==> src/rtl/spi_adc_responder_pkg.sv <==
// spi_adc_responder_pkg: shared ADC-link frame format and responder state encoding
package spi_adc_responder_pkg;
    localparam int FRAME_BITS = 16;
    localparam int DATA_W = 12;
    localparam int SYNC_STAGES = 2;
    typedef enum logic [1:0] {IDLE, ACTIVE, WAIT_CS} state_t;
endpackage

==> src/rtl/spi_adc_responder_if.sv <==
// spi_adc_responder_if: four-wire SPI bus between the master and the ADC responder
interface spi_adc_responder_if;
    logic sck;
    logic cs;
    logic mosi;
    logic miso;
    modport master (output sck, cs, mosi, input miso);
    modport slave (input sck, cs, mosi, output miso);
endinterface

==> src/rtl/spi_adc_responder_sync_edge_det.sv <==
// sync_edge_det: N-stage synchronizer with registered rise/fall pulses from the last two stages
module sync_edge_det import spi_adc_responder_pkg::*; #(
    parameter int N = SYNC_STAGES
) (
    input  logic clk,
    input  logic rst_n,
    input  logic d,
    output logic q,
    output logic rise,
    output logic fall
);
    logic [N:0] s;
    always_ff @(posedge clk or negedge rst_n)
        if (!rst_n) begin
            s <= '0;
            rise <= 1'b0;
            fall <= 1'b0;
        end else begin
            s <= {s[N-1:0], d};
            rise <= s[N-1] & ~s[N];
            fall <= ~s[N-1] & s[N];
        end
    assign q = s[N-1];
endmodule

==> src/rtl/spi_adc_responder.sv <==
// spi_adc_responder: mode-0 SPI converter stand-in serving a held sample and capturing the command word
module spi_adc_responder import spi_adc_responder_pkg::*; #(
    parameter int FRAME_BITS = spi_adc_responder_pkg::FRAME_BITS,
    parameter int DATA_W = spi_adc_responder_pkg::DATA_W,
    parameter int SYNC_STAGES = spi_adc_responder_pkg::SYNC_STAGES
) (
    input  logic                  clk,
    input  logic                  rst_n,
    spi_adc_responder_if.slave    spi,
    input  logic [DATA_W-1:0]     sample_in,
    input  logic                  sample_wr,
    output logic [FRAME_BITS-1:0] rx_data,
    output logic                  rx_valid,
    output logic                  frame_err,
    output logic                  busy
);
    localparam int CW = $clog2(FRAME_BITS + 1);
    state_t state, state_n;
    logic sck_rise, sck_fall, sck_lvl_unused;
    logic cs_q, cs_rise, cs_fall;
    logic mosi_q, mosi_rise_unused, mosi_fall_unused;
    logic [DATA_W-1:0] hold, hold_n;
    logic [FRAME_BITS-1:0] tx, tx_init, rx;
    logic [CW-1:0] cnt;
    logic overrun, miso_q, full;
    sync_edge_det #(.N(SYNC_STAGES)) u_sck (
        .clk(clk), .rst_n(rst_n), .d(spi.sck), .q(sck_lvl_unused), .rise(sck_rise), .fall(sck_fall)
    );
    sync_edge_det #(.N(SYNC_STAGES)) u_cs (
        .clk(clk), .rst_n(rst_n), .d(spi.cs), .q(cs_q), .rise(cs_rise), .fall(cs_fall)
    );
    sync_edge_det #(.N(SYNC_STAGES)) u_mosi (
        .clk(clk), .rst_n(rst_n), .d(spi.mosi), .q(mosi_q), .rise(mosi_rise_unused), .fall(mosi_fall_unused)
    );
    // a write landing on the cs-fall cycle is served by the frame it starts
    assign hold_n = sample_wr ? sample_in : hold;
    assign tx_init = FRAME_BITS'(hold_n);
    assign full = cnt == CW'(FRAME_BITS);
    assign busy = state == ACTIVE;
    assign spi.miso = miso_q;
    always_ff @(posedge clk or negedge rst_n)
        if (!rst_n) state <= WAIT_CS;
        else state <= state_n;
    always_comb begin
        state_n = state;
        state_n = (state == WAIT_CS && cs_q) ? IDLE :
                  (state == IDLE && cs_fall) ? ACTIVE :
                  (state == ACTIVE && cs_rise) ? IDLE : state;
    end
    always_ff @(posedge clk or negedge rst_n)
        if (!rst_n) begin
            hold <= '0;
            tx <= '0;
            rx <= '0;
            cnt <= '0;
            overrun <= 1'b0;
            miso_q <= 1'b0;
            rx_data <= '0;
            rx_valid <= 1'b0;
            frame_err <= 1'b0;
        end else begin
            hold <= hold_n;
            rx_valid <= 1'b0;
            frame_err <= 1'b0;
            if (state == IDLE && cs_fall) begin
                tx <= tx_init;
                rx <= '0;
                cnt <= '0;
                overrun <= 1'b0;
                miso_q <= tx_init[FRAME_BITS-1];
            end else if (state == ACTIVE && cs_rise) begin
                miso_q <= 1'b0;
                rx_valid <= full && !overrun;
                frame_err <= !(full && !overrun);
                if (full && !overrun) rx_data <= rx;
            end else if (state == ACTIVE) begin
                if (sck_rise) begin
                    rx <= {rx[FRAME_BITS-2:0], mosi_q};
                    if (full) overrun <= 1'b1;
                    else cnt <= cnt + CW'(1);
                end
                if (sck_fall) begin
                    tx <= tx << 1;
                    miso_q <= tx[FRAME_BITS-2];
                end
            end
        end
endmodule

==> src/flat_wrapper.sv <==
// flat-port wrapper written by rule: the top's interface ports become plain ports
module spi_adc_responder_flat import spi_adc_responder_pkg::*;
#(
    parameter int FRAME_BITS = spi_adc_responder_pkg::FRAME_BITS,
    parameter int DATA_W = spi_adc_responder_pkg::DATA_W,
    parameter int SYNC_STAGES = spi_adc_responder_pkg::SYNC_STAGES
)
  (clk, rst_n, sample_in, sample_wr, rx_data, rx_valid, frame_err, busy, spi_sck, spi_cs, spi_mosi, spi_miso);
  spi_adc_responder_if spi_i ();
  input  logic clk;
  input  logic rst_n;
  input  logic [DATA_W-1:0] sample_in;
  input  logic sample_wr;
  output logic [FRAME_BITS-1:0] rx_data;
  output logic rx_valid;
  output logic frame_err;
  output logic busy;
  input wire logic [$bits(spi_i.sck)-1:0] spi_sck;
  input wire logic [$bits(spi_i.cs)-1:0] spi_cs;
  input wire logic [$bits(spi_i.mosi)-1:0] spi_mosi;
  output wire logic [$bits(spi_i.miso)-1:0] spi_miso;
  assign spi_i.sck = spi_sck;
  assign spi_i.cs = spi_cs;
  assign spi_i.mosi = spi_mosi;
  assign spi_miso = spi_i.miso;
  spi_adc_responder #(.FRAME_BITS(FRAME_BITS), .DATA_W(DATA_W), .SYNC_STAGES(SYNC_STAGES)) u_core (.clk(clk), .rst_n(rst_n), .spi(spi_i), .sample_in(sample_in), .sample_wr(sample_wr), .rx_data(rx_data), .rx_valid(rx_valid), .frame_err(frame_err), .busy(busy));
endmodule
==> config.mk <==
export PLATFORM = sky130hd
export DESIGN_NAME = spi_adc_responder_flat
export DESIGN_NICKNAME = d
export VERILOG_FILES = /design/src/rtl/spi_adc_responder_pkg.sv /design/src/rtl/spi_adc_responder_if.sv /design/src/rtl/spi_adc_responder_sync_edge_det.sv /design/src/rtl/spi_adc_responder.sv /design/src/flat_wrapper.sv
export SDC_FILE = /design/constraint.sdc
export NUM_CORES = 1
export LEC_CHECK = 0
export CORE_UTILIZATION = 55
export CTS_CLUSTER_SIZE = 30
export DETAILED_ROUTE_END_ITERATION = 16
export GPL_TIMING_DRIVEN = 0
export PLACE_DENSITY = 0.8
export REMOVE_ABC_BUFFERS = 1
export SYNTH_ARGS = -nofsm -noshare
export SYNTH_HDL_FRONTEND = slang
export SYNTH_SLANG_ARGS = --single-unit
==> constraint.sdc <==
create_clock -name clk -period 2.4 [get_ports clk]
set_input_delay 0.48 -clock clk [delete_from_list [all_inputs] [get_ports clk]]
set_output_delay 0.48 -clock clk [all_outputs]
set_load 0.01 [all_outputs]
==> Word-level counts from Yosys, hierarchy flattened <==
Cells that the tools add are included.
{ "word_totals": {"latchBits": 0, "ramBits": 0, "inputBits": 18, "register_bits": 82, "romBits": 0, "wordCells": 82, "out_inout_bits": 20, "memories": 0} }
{ "classes": {"n_lt_le_gt_ge": 0, "n_bitwise": 9, "n_mux": 30, "n_mul": 0, "n_shift": 0, "n_reduce_logical": 20, "add_sub_neg": 1, "n_eq_ne": 5, "div_mod_pow": 0} }
{ "op_table": {"columns": ["cell", "count"], "rows": [
  ["$mux W16", 4],
  ["$mux W15", 4],
  ["$mux W5", 5],
  ["$mux W1", 13],
  ["$mux W12", 1],
  ["$reduce_and A3 Y1", 3],
  ["$reduce_bool A3 Y1", 3],
  ["$reduce_and A4 Y1", 2],
  ["$reduce_bool A2 Y1", 4],
  ["$mux W2", 3],
  ["$add A5 B1 Y5 const B", 1],
  ["$eq A5 B5 Y1 const B", 1],
  ["$not A1 Y1", 5],
  ["$and A1 B1 Y1", 4],
  ["$logic_and A1 B1 Y1", 4],
  ["$eq A2 B1 Y1 const B", 1],
  ["$eq A2 B2 Y1 const B", 1],
  ["$logic_not A1 Y1", 2],
  ["$logic_not A2 Y1", 1],
  ["$ne A2 B1 Y1 const B", 1],
  ["$ne A2 B2 Y1 const B", 1],
  ["$reduce_and A2 Y1", 1]
]} }

==> Longest topological paths before layout <==
Gate-level depths: netlist of run 1.
{ "logic_depth": {"word_depth": 6, "ltp_mapped": 6} }

==> Modules after synthesis <==
Synthesis of run 1 repeated with hierarchy kept, for this count alone.
{ "unflattened": {"hier_cells": 264, "hier_area_um2": 3477.1} }
{ "by_module_without_submodules": {"columns": ["module", "n_inst", "area_per_inst_um2", "seq_area_each_um2", "cells_per_inst"], "rows": [
  ["spi_adc_responder", 1, 3056.7, 1752.9, 243],
  ["sync_edge_det", 3, 140.1, 125.1, 7]
]} }

==> Worst setup path before layout of run 1 <==
OpenSTA, ideal clock, no wires.
{ "synth_path": {"kind": "register -> register", "from": "reg u_core.cnt[0]", "to": "reg u_core.rx_data[10]", "path_slack_ps": 633, "setup_time_ps": 125, "path_stages_with_launch": 7, "synth_period_minus_slack_ps": 1767, "arrival_time_ps": 1642, "cell_sequence": "dfrtp_1 -> inv_1 -> ha_1 -> nand4bb_4 -> nor3_4 -> buf_6 -> mux2_2"} }
{ "synth_via": {"elab_chain_len": 3} }
{ "synth_rtl": {"columns": ["item", "line", "text"], "rows": [
  ["start, declared", "spi_adc_responder.sv:24", "logic [CW-1:0] cnt;"],
  ["start signal, assigned", "spi_adc_responder.sv:80", "else cnt <= cnt + CW'(1);"],
  ["$eq A5 B5 Y1", "spi_adc_responder.sv:38", "assign full = cnt == CW'(FRAME_BITS);"],
  ["$logic_and A1 B1 Y1", "spi_adc_responder.sv:75", "if (full && !overrun) rx_data <= rx;"],
  ["$reduce_and A3 Y1 (no source line)", null, null],
  ["end signal, assigned", "spi_adc_responder.sv:75", null],
  ["end, declared", "spi_adc_responder.sv:12", "output logic [FRAME_BITS-1:0] rx_data,"]
]} }
Every way passes these cells.
A chain may end at the register's enable or synchronous reset.

==> Final worst setup path of run 1 <==
{ "layout_path": {"from": "reg u_core.state[0]", "to": "out busy"} }
{ "layout_via": {"elab_chain_len": 1} }
{ "layout_rtl": {"columns": ["item", "line", "text"], "rows": [
  ["start, declared", "spi_adc_responder.sv:18", "state_t state, state_n;"],
  ["start signal, assigned", "spi_adc_responder.sv:43", "else state <= state_n;"],
  ["$eq A2 B1 Y1", "spi_adc_responder.sv:39", "assign busy = state == ACTIVE;"],
  ["end, declared", "flat_wrapper.sv:17", "output logic busy;"]
]} }
Every way passes these cells.

==> results of run 1 <==
through the flow:
stage | instances | area (µm²) | total power [µW] | util
after floorplan | 233 | 3360 | 2000 | -
after global placement | 345 | 3830 | 2140 | 0.639
after detailed placement | 346 | 3850 | 2160 | 0.642
after CTS | 362 | 4120 | 3500 | 0.688
after global routing | 362 | 4120 | 3630 | 0.688
final | 362 | 4120 | 3470 | 0.688
final cells by class:
class                           instances  area, µm²
Sequential cell                        82       2050
Fill cell                             421       1870
Multi-Input combinational cell        144       1280
Timing Repair Buffer                   38        388
Clock buffer                           10        138
Clock inverter                          6        136
Tap cell                               75       93.8
Inverter                                7       26.3
report_power, final:
group / switching [µW] / internal [µW]
combinational: 205 / 290
clock: 500 / 828
sequential: 94.7 / 1550
total: 800 / 2670
worst max path at each step:
stage,start,to,slack (ns)
after floorplan,u_core.cnt[0]$_DFFE_PN0P_,u_core.rx_data[0]$_DFFE_PN0P_,0.57
after global placement,rst_n,u_core.rx_data[12]$_DFFE_PN0P_,-1.99
after detailed placement,sample_wr,u_core.tx[7]$_DFFE_PN0P_,0.03
after CTS,u_core.state[0]$_DFFE_PN0P_,busy,0.21
after global routing,u_core.cnt[0]$_DFFE_PN0P_,u_core.rx_data[14]$_DFFE_PN0P_,0.12
final,u_core.state[0]$_DFFE_PN0P_,busy,0.24
state kept, by name, indices dropped and copies added (netlist names):
signal,cells
u_core.rx_valid,1
u_core.u_sck.rise,1
u_core.hold,12
u_core.cnt,5
u_core.u_cs.rise,1
u_core.rx,16
u_core.tx,15
u_core.spi.miso,1
u_core.overrun,1
u_core.frame_err,1
u_core.u_sck.s,3
u_core.u_cs.s,3
u_core.u_cs.fall,1
u_core.state,2
u_core.u_mosi.s,2
u_core.rx_data,16
u_core.u_sck.fall,1
cells in the mapped netlist, drive strengths merged:
cell type	number	area [µm²]
a211o	1	8.76
dfstp	1	26.3
nand3	19	95.1
nor2b	6	37.5
nor4bb	1	10.0
a21bo	16	160
nand2	10	37.5
dfrtp	81	2030
nand4bb	1	27.5
a211oi	3	22.5
o211ai	1	7.51
mux2	51	589
or4	1	7.51
nor3	1	16.3
buf	12	92.6
nor2	4	17.5
nand4b	2	17.5
or4b	1	10.0
nor3b	1	18.8
nand2b	4	27.5
inv	7	26.3
mux2i	4	40.0
nand4	1	6.26
and4bb	1	12.5
o21ai	5	25.0
a21boi	1	7.51
ha	2	25.0
a21oi	3	26.3
nand3b	3	22.5
or3b	1	8.76
cells in the final DEF (no fill, tap or decap), types with 2 or more instances in the layout:
cell type / instances
sky130_fd_sc_hd__a211oi_1: 3
sky130_fd_sc_hd__a21bo_2: 16
sky130_fd_sc_hd__a21oi_1: 2
sky130_fd_sc_hd__bufinv_16: 4
sky130_fd_sc_hd__clkbuf_8: 10
sky130_fd_sc_hd__clkdlybuf4s50_1: 36
sky130_fd_sc_hd__dfrtp_1: 81
sky130_fd_sc_hd__ha_1: 2
sky130_fd_sc_hd__inv_1: 7
sky130_fd_sc_hd__mux2_2: 46
sky130_fd_sc_hd__mux2_4: 4
sky130_fd_sc_hd__mux2i_1: 4
sky130_fd_sc_hd__nand2_1: 10
sky130_fd_sc_hd__nand2b_1: 3
sky130_fd_sc_hd__nand3_1: 19
sky130_fd_sc_hd__nand3b_1: 3
sky130_fd_sc_hd__nand4b_1: 2
sky130_fd_sc_hd__nor2_1: 3
sky130_fd_sc_hd__nor2b_1: 6
sky130_fd_sc_hd__o21ai_0: 5
layer usage:
layer | track usage | up-vias
li1 | - | 944
met1 | 0.252 | 1001
met2 | 0.303 | 30
met3 | 0.0539 | 9
met4 | 0.0804 | 0
met5 | 0 | -
kinds of logic (layout without fill, tap and decap cells):
kind of cell             Yosys count  after routing
AND/OR/NAND/NOR                   57             57
flip-flops                        82             82
buffers and inverters             19             61
adder cells (fa/ha/maj)            2              2
AO/OA/AOI/OAI                     30             30
multiplexers                      55             55
==> insert_results.sql, run 1 <==
INSERT INTO impl_metrics (metric_group, metric, value, unit) VALUES
('power_and_ir_drop', 'worst_ir_drop_vdd', '491', 'µV'),
('place', 'gp_routability_congestion', '0.758', ''),
('worst_setup_path', 'critPathArrivalTime', '1.68', 'ns'),
('route', 'post_drt_wl_per_cell', '14.9', 'µm'),
('flow_run', 'max-cap-violations', '0', ''),
('synthesis', 'synth_cell_types', '37', ''),
('layout', 'antenna_cells', '0', ''),
('worst_setup_path', 'worst_r2r_startpoint', 'u_core.state[0]$_DFFE_PN0P_', ''),
('clock_tree', 'cts_tree', 'yes', ''),
('worst_setup_path', 'largest_stage_delay_worst_path', '0.55', 'ns'),
('worst_setup_path', 'worst_r2r_endpoint', 'u_core.tx[3]$_DFFE_PN0P_', ''),
('route', 'drt-initial-drc-count', '102', ''),
('synthesis', 'synth_compound_area_frac', '0.0746', ''),
('floorplan', 'initial_core_utilization', '0.577', ''),
('global_route', 'first_global_vias', '1984', ''),
('clock_tree', 'numClockSinks', '82', ''),
('floorplan', 'pin_count', '38', ''),
('synthesis', 'synthAdderAreaFrac', '0.00724', ''),
('clock_tree', 'cts_bufs_inserted', '9', ''),
('floorplan', 'placementRows', '28', ''),
('run_status', 'outcome', 'complete, no violations', ''),
('route', 'drt_drc_violations_left', '0', ''),
('global_route', 'grt_pass1_wl', '9330', 'µm'),
('place', 'pre_cts_worst_setup_slack', '0.0290', 'ns'),
('route', 'met3_wirelength', '177', 'µm'),
('clock_tree', 'level_count_of_the_clock_h_tree', '3', ''),
('worst_setup_path', 'path_delay_family', 'buffers and inverters', ''),
('sta', 'max-slew-margin-rel', '0.374', ''),
('worst_setup_path', 'worst_ep_required_time', '1.92', 'ns'),
('synthesis', 'ys_warn_count', '0', ''),
('sta', 'worst_slew_pin_slew', '0.938', 'ns'),
('worst_setup_path', 'ff2ff_setup_slack', '0.27', 'ns'),
('sta', 'finalClockSkew', '0.0128', 'ns'),
('layout', 'drive_gt1_frac', '0.321', ''),
('worst_setup_path', 'critical_path_cell_count', '3', ''),
('sta', 'finalSetupViolations', '0', ''),
('floorplan', 'floorplan.die.height', '81.3', 'µm'),
('power_and_ir_drop', 'cellLeakagePower', '0.00184', 'µW'),
('sta', 'hold_viol_final', '0', ''),
('clock_tree', 'post_cts.repair.setup_buffers', '0', ''),
('synthesis', 'synth.cell_area', '3460', 'µm²'),
('route', 'final_antenna_net_count', '0', ''),
('worst_setup_path', 'worst-path-max-fanout', '9', ''),
('place', 'hpwl', '3450', 'µm'),
('sta', 'grt_setup_unrepaired', 'false', ''),
('clock_tree', 'cts-root-buf', 'sky130_fd_sc_hd__clkbuf_8', ''),
('worst_setup_path', 'cp.buffers_inverters', '2', ''),
('worst_setup_path', 'crit_chain', 'inv_1 -> nor2_1 -> clkdlybuf4s50_1', ''),
('layout', 'nNetsFinal', '302', ''),
('sta', 'whs', '0.0910', 'ns'),
('clock_tree', 'insertion_delay_to_the_later_sink_of_the_worst_skew_pair', '0.36', 'ns'),
('clock_tree', 'hold_buffers', '0', ''),
('route', 'viasPerCell', '5.48', ''),
('synthesis', 'synth_mux_area_frac', '0.182', ''),
('synthesis', 'synth-xor-area-share', '0', ''),
('clock_tree', 'cts_resized', '0', ''),
('worst_setup_path', 'rr_worst_depth', '3', ''),
('sta', 'final_period_util', '0.902', ''),
('synthesis', 'synthesis.area_per_instance', '14.1', 'µm²'),
('global_route', 'grt_max_degree', '44', ''),
('sta', 'totalNegativeSetupSlack', '0', 'ns'),
('worst_setup_path', 'type_of_the_worst_setup_path', 'flop to output pin', ''),
('route', 'finalWirelength', '5400', 'µm'),
('clock_tree', 'cts.clk_slew.worst_paths', '0.08', 'ns'),
('worst_setup_path', 'timing.critical_path.to_type', 'output pin', ''),
('route', 'dr_wl_met2', '2670', 'µm'),
('synthesis', 'synth_simple_gate_area_frac', '0.108', ''),
('synthesis', 'number_of_register_bits_inferred_by_synthesis', '82', ''),
('route', 'route.layer.met1.wl', '2460', 'µm'),
('floorplan', 'design.core.area', '5990', 'µm²'),
('global_route', 'grt_overflow_total', '0', '');
No activity file was read; power rests on OpenSTA's default activity.
==> inputs of run 2 (changes only) <==
CORE_ASPECT_RATIO = 2   (was not set)
==> insert_results.sql, run 2 (synthesis results as in run 1) <==
INSERT INTO impl_metrics (metric_group, metric, value, unit) VALUES
('layout', 'drive_gt1_frac', '0.311', ''),
('layout', 'layout.cells.most_common', 'sky130_fd_sc_hd__dfrtp_1', ''),
('worst_setup_path', 'critPathArrivalTime', '2.34', 'ns'),
('sta', 'finalWorstPathRequiredPeriod', '2.13', 'ns'),
('worst_setup_path', 'crit_chain', 'inv_1 -> ha_1 -> nand4bb_4 -> nor3_4 -> mux2_2', ''),
('layout', 'antenna_cells', '0', ''),
('route', 'drt-initial-drc-count', '58', ''),
('place', 'gp_routability_congestion', '0.786', ''),
('layout', 'top_regs', 'u_core.rx (16), u_core.rx_data (16), u_core.tx (15)', ''),
('floorplan', 'design.core.area', '6060', 'µm²'),
('global_route', 'grt_overflow_total', '0', ''),
('run_status', 'outcome', 'finished with violations', ''),
('sta', 'max_freq', '469', 'MHz'),
('route', 'num_vias', '1994', ''),
('place', 'pre_cts_worst_setup_slack', '0.00388', 'ns'),
('worst_setup_path', 'type_of_the_worst_setup_path', 'flop to flop', ''),
('clock_tree', 'cts.clk_slew.worst_paths', '0.06', 'ns'),
('floorplan', 'pin_count', '38', ''),
('floorplan', 'fp.dieArea', '6630', 'µm²'),
('worst_setup_path', 'worst_ep_required_time', '2.61', 'ns'),
('route', 'drt_drc_violations_left', '3', ''),
('global_route', 'first_global_vias', '2100', ''),
('clock_tree', 'post_cts.repair.setup_buffers', '0', ''),
('floorplan', 'initial_core_utilization', '0.571', ''),
('sta', 'finalSetupViolations', '0', ''),
('clock_tree', 'cts.path.max_buffers', '2', ''),
('clock_tree', 'insertion_delay_to_the_later_sink_of_the_worst_skew_pair', '0.33', 'ns'),
('power_and_ir_drop', 'p_total', '3380', 'µW'),
('clock_tree', 'numClockSinks', '82', ''),
('global_route', 'grt_max_degree', '64', ''),
('place', 'hpwl', '3770', 'µm'),
('global_route', 'grt.total_usage', '0.200', ''),
('route', 'drt-pass1-iter-count', '10', ''),
('worst_setup_path', 'cp.buffers_inverters', '1', ''),
('route', 'post_drt_wl_per_cell', '15.3', 'µm'),
('floorplan', 'chipWidth', '58.1', 'µm'),
('worst_setup_path', 'worst-path-max-fanout', '17', ''),
('global_route', 'antenna_found_initial', '0', ''),
('global_route', 'grt_pass1_wl', '9770', 'µm'),
('floorplan', 'floorplan.die.height', '114', 'µm'),
('sta', 'max-slew-margin-rel', '0.364', ''),
('clock_tree', 'cts_bufs_inserted', '9', ''),
('worst_setup_path', 'worst_path_max_delay_cell', 'sky130_fd_sc_hd__nor3_4', ''),
('sta', 'timing.final.ws_setup', '0.269', 'ns'),
('sta', 'final_period_util', '0.888', ''),
('clock_tree', 'cts_tree', 'yes', ''),
('sta', 'maxSlewViolCount', '0', ''),
('layout', 'final_cell_mix', 'sky130_fd_sc_hd__dfrtp_1 (81), sky130_fd_sc_hd__mux2_2 (46), sky130_fd_sc_hd__clkdlybuf4s50_1 (36), sky130_fd_sc_hd__nand3_1 (19), sky130_fd_sc_hd__a21bo_2 (16)', ''),
('route', 'viasPerCell', '5.39', ''),
('power_and_ir_drop', 'cellPowerDensity', '817', 'nW/µm²'),
('sta', 'hold_viol_final', '0', ''),
('worst_setup_path', 'timing.critical_path.to_type', 'flop', ''),
('sta', 'whs', '0.0352', 'ns'),
('clock_tree', 'hold_buffers', '0', ''),
('min_path', 'min_path_type', 'input port to async pin', ''),
('floorplan', 'placementRows', '40', ''),
('clock_tree', 'cts_resized', '0', ''),
('clock_tree', 'cts-root-buf', 'sky130_fd_sc_hd__clkbuf_16', ''),
('power_and_ir_drop', 'cellLeakagePower', '0.00185', 'µW'),
('flow_run', 'max-cap-violations', '0', ''),
('route', 'finalWirelength', '5670', 'µm'),
('layout', 'nNetsFinal', '302', ''),
('worst_setup_path', 'largest_stage_delay_worst_path', '0.68', 'ns'),
('sta', 'grt_setup_unrepaired', 'false', ''),
('sta', 'worst_slew_pin_slew', '0.954', 'ns'),
('worst_setup_path', 'path_delay_family', 'simple AND/OR/NAND/NOR gates', ''),
('place', 'port_buffers', '37', ''),
('route', 'final_antenna_net_count', '0', ''),
('layout', 'areaGrowthSynthToFinish', '19.7', '%'),
('clock_tree', 'level_count_of_the_clock_h_tree', '3', ''),
('worst_setup_path', 'worstSetupStartpointType', 'flop', ''),
('run_status', 'failed_checks', 'DRC', ''),
('sta', 'finalClockSkew', '0.00387', 'ns'),
('power_and_ir_drop', 'worst_ir_drop_vdd', '613', 'µV');
## run 2: changes by cell type in the layout (fill, tap and decap cells not counted), sizes merged
cell    previous run  this run
clkinv             0         1
clkbuf            10        13
bufinv             4         0
inv                8         7
## run 2: worst reg2reg max path: stages (launching register included)
cell and delay [ns]:
sky130_fd_sc_hd__dfrtp_1 0.42, sky130_fd_sc_hd__inv_1 0.12, sky130_fd_sc_hd__ha_1 0.22, sky130_fd_sc_hd__nand4bb_4 0.16, sky130_fd_sc_hd__nor3_4 0.68, sky130_fd_sc_hd__mux2_2 0.42
## run 2: worst paths after layout
check / from / endpoint / slack [ns] / cells after the start
worst max register to register: u_core.cnt[0]$_DFFE_PN0P_ / u_core.rx_data[2]$_DFFE_PN0P_ / 0.27 / 5
max in group asynchronous: rst_n / u_core.rx[8]$_DFFE_PN0P_ / 1.79 / 2
min in group clk: u_core.u_mosi.s[0]$_DFF_PN0_ / u_core.u_mosi.s[1]$_DFF_PN0_ / 0.35 / 0
worst min register to register: u_core.u_mosi.s[0]$_DFF_PN0_ / u_core.u_mosi.s[1]$_DFF_PN0_ / 0.35 / 0
worst min-delay path: rst_n / u_core.cnt[2]$_DFFE_PN0P_ / 0.04 / 1
worst max-delay path: u_core.cnt[0]$_DFFE_PN0P_ / u_core.rx_data[2]$_DFFE_PN0P_ / 0.27 / 5
## run 2: layout make-up
cell class,count,area (µm²)
multi-input combinational,144,1280
sequential,82,2050
timing repair buffer,38,395
inverter,7,26.3
clock inverter,2,12.5
fill,412,1920
tap,84,105
clock buffer,13,260
## run 2: power by group
part | leakage (µW) | switching [µW] | total [µW] | internal, µW
clock | 0.000132 | 486 | 1230 | 749
combinational | 0.000651 | 198 | 489 | 291
sequential | 0.00106 | 99.5 | 1650 | 1560
## run 2: metrics by stage
| stage | TNS (ns) | utilization | area [µm²] | instances |
|---|---|---|---|---|
| 2_1_floorplan | 0 | - | 3360 | 233 |
| 3_3_place_gp | -161.04 | 0.634 | 3840 | 354 |
| 3_5_place_dp | 0 | 0.638 | 3860 | 355 |
| 4_1_cts | 0 | 0.683 | 4140 | 370 |
| 5_1_grt | 0 | 0.683 | 4140 | 370 |
| 6_report | 0 | 0.683 | 4140 | 370 |
## run 2: per-layer routing
metal,track usage,share of wire,up-vias
met4,0.102,0.025,0
li1,-,-,932
met2,0.350,0.57,34
met3,0.0542,0.027,11
met5,0,0,-
met1,0.215,0.38,1017
==> inputs of run 3 (changes only) <==
SETUP_SLACK_MARGIN = 0.05   (was not set)
==> results of run 3 <==
The final DEF is identical to that of run 2; final timing and power are the same.
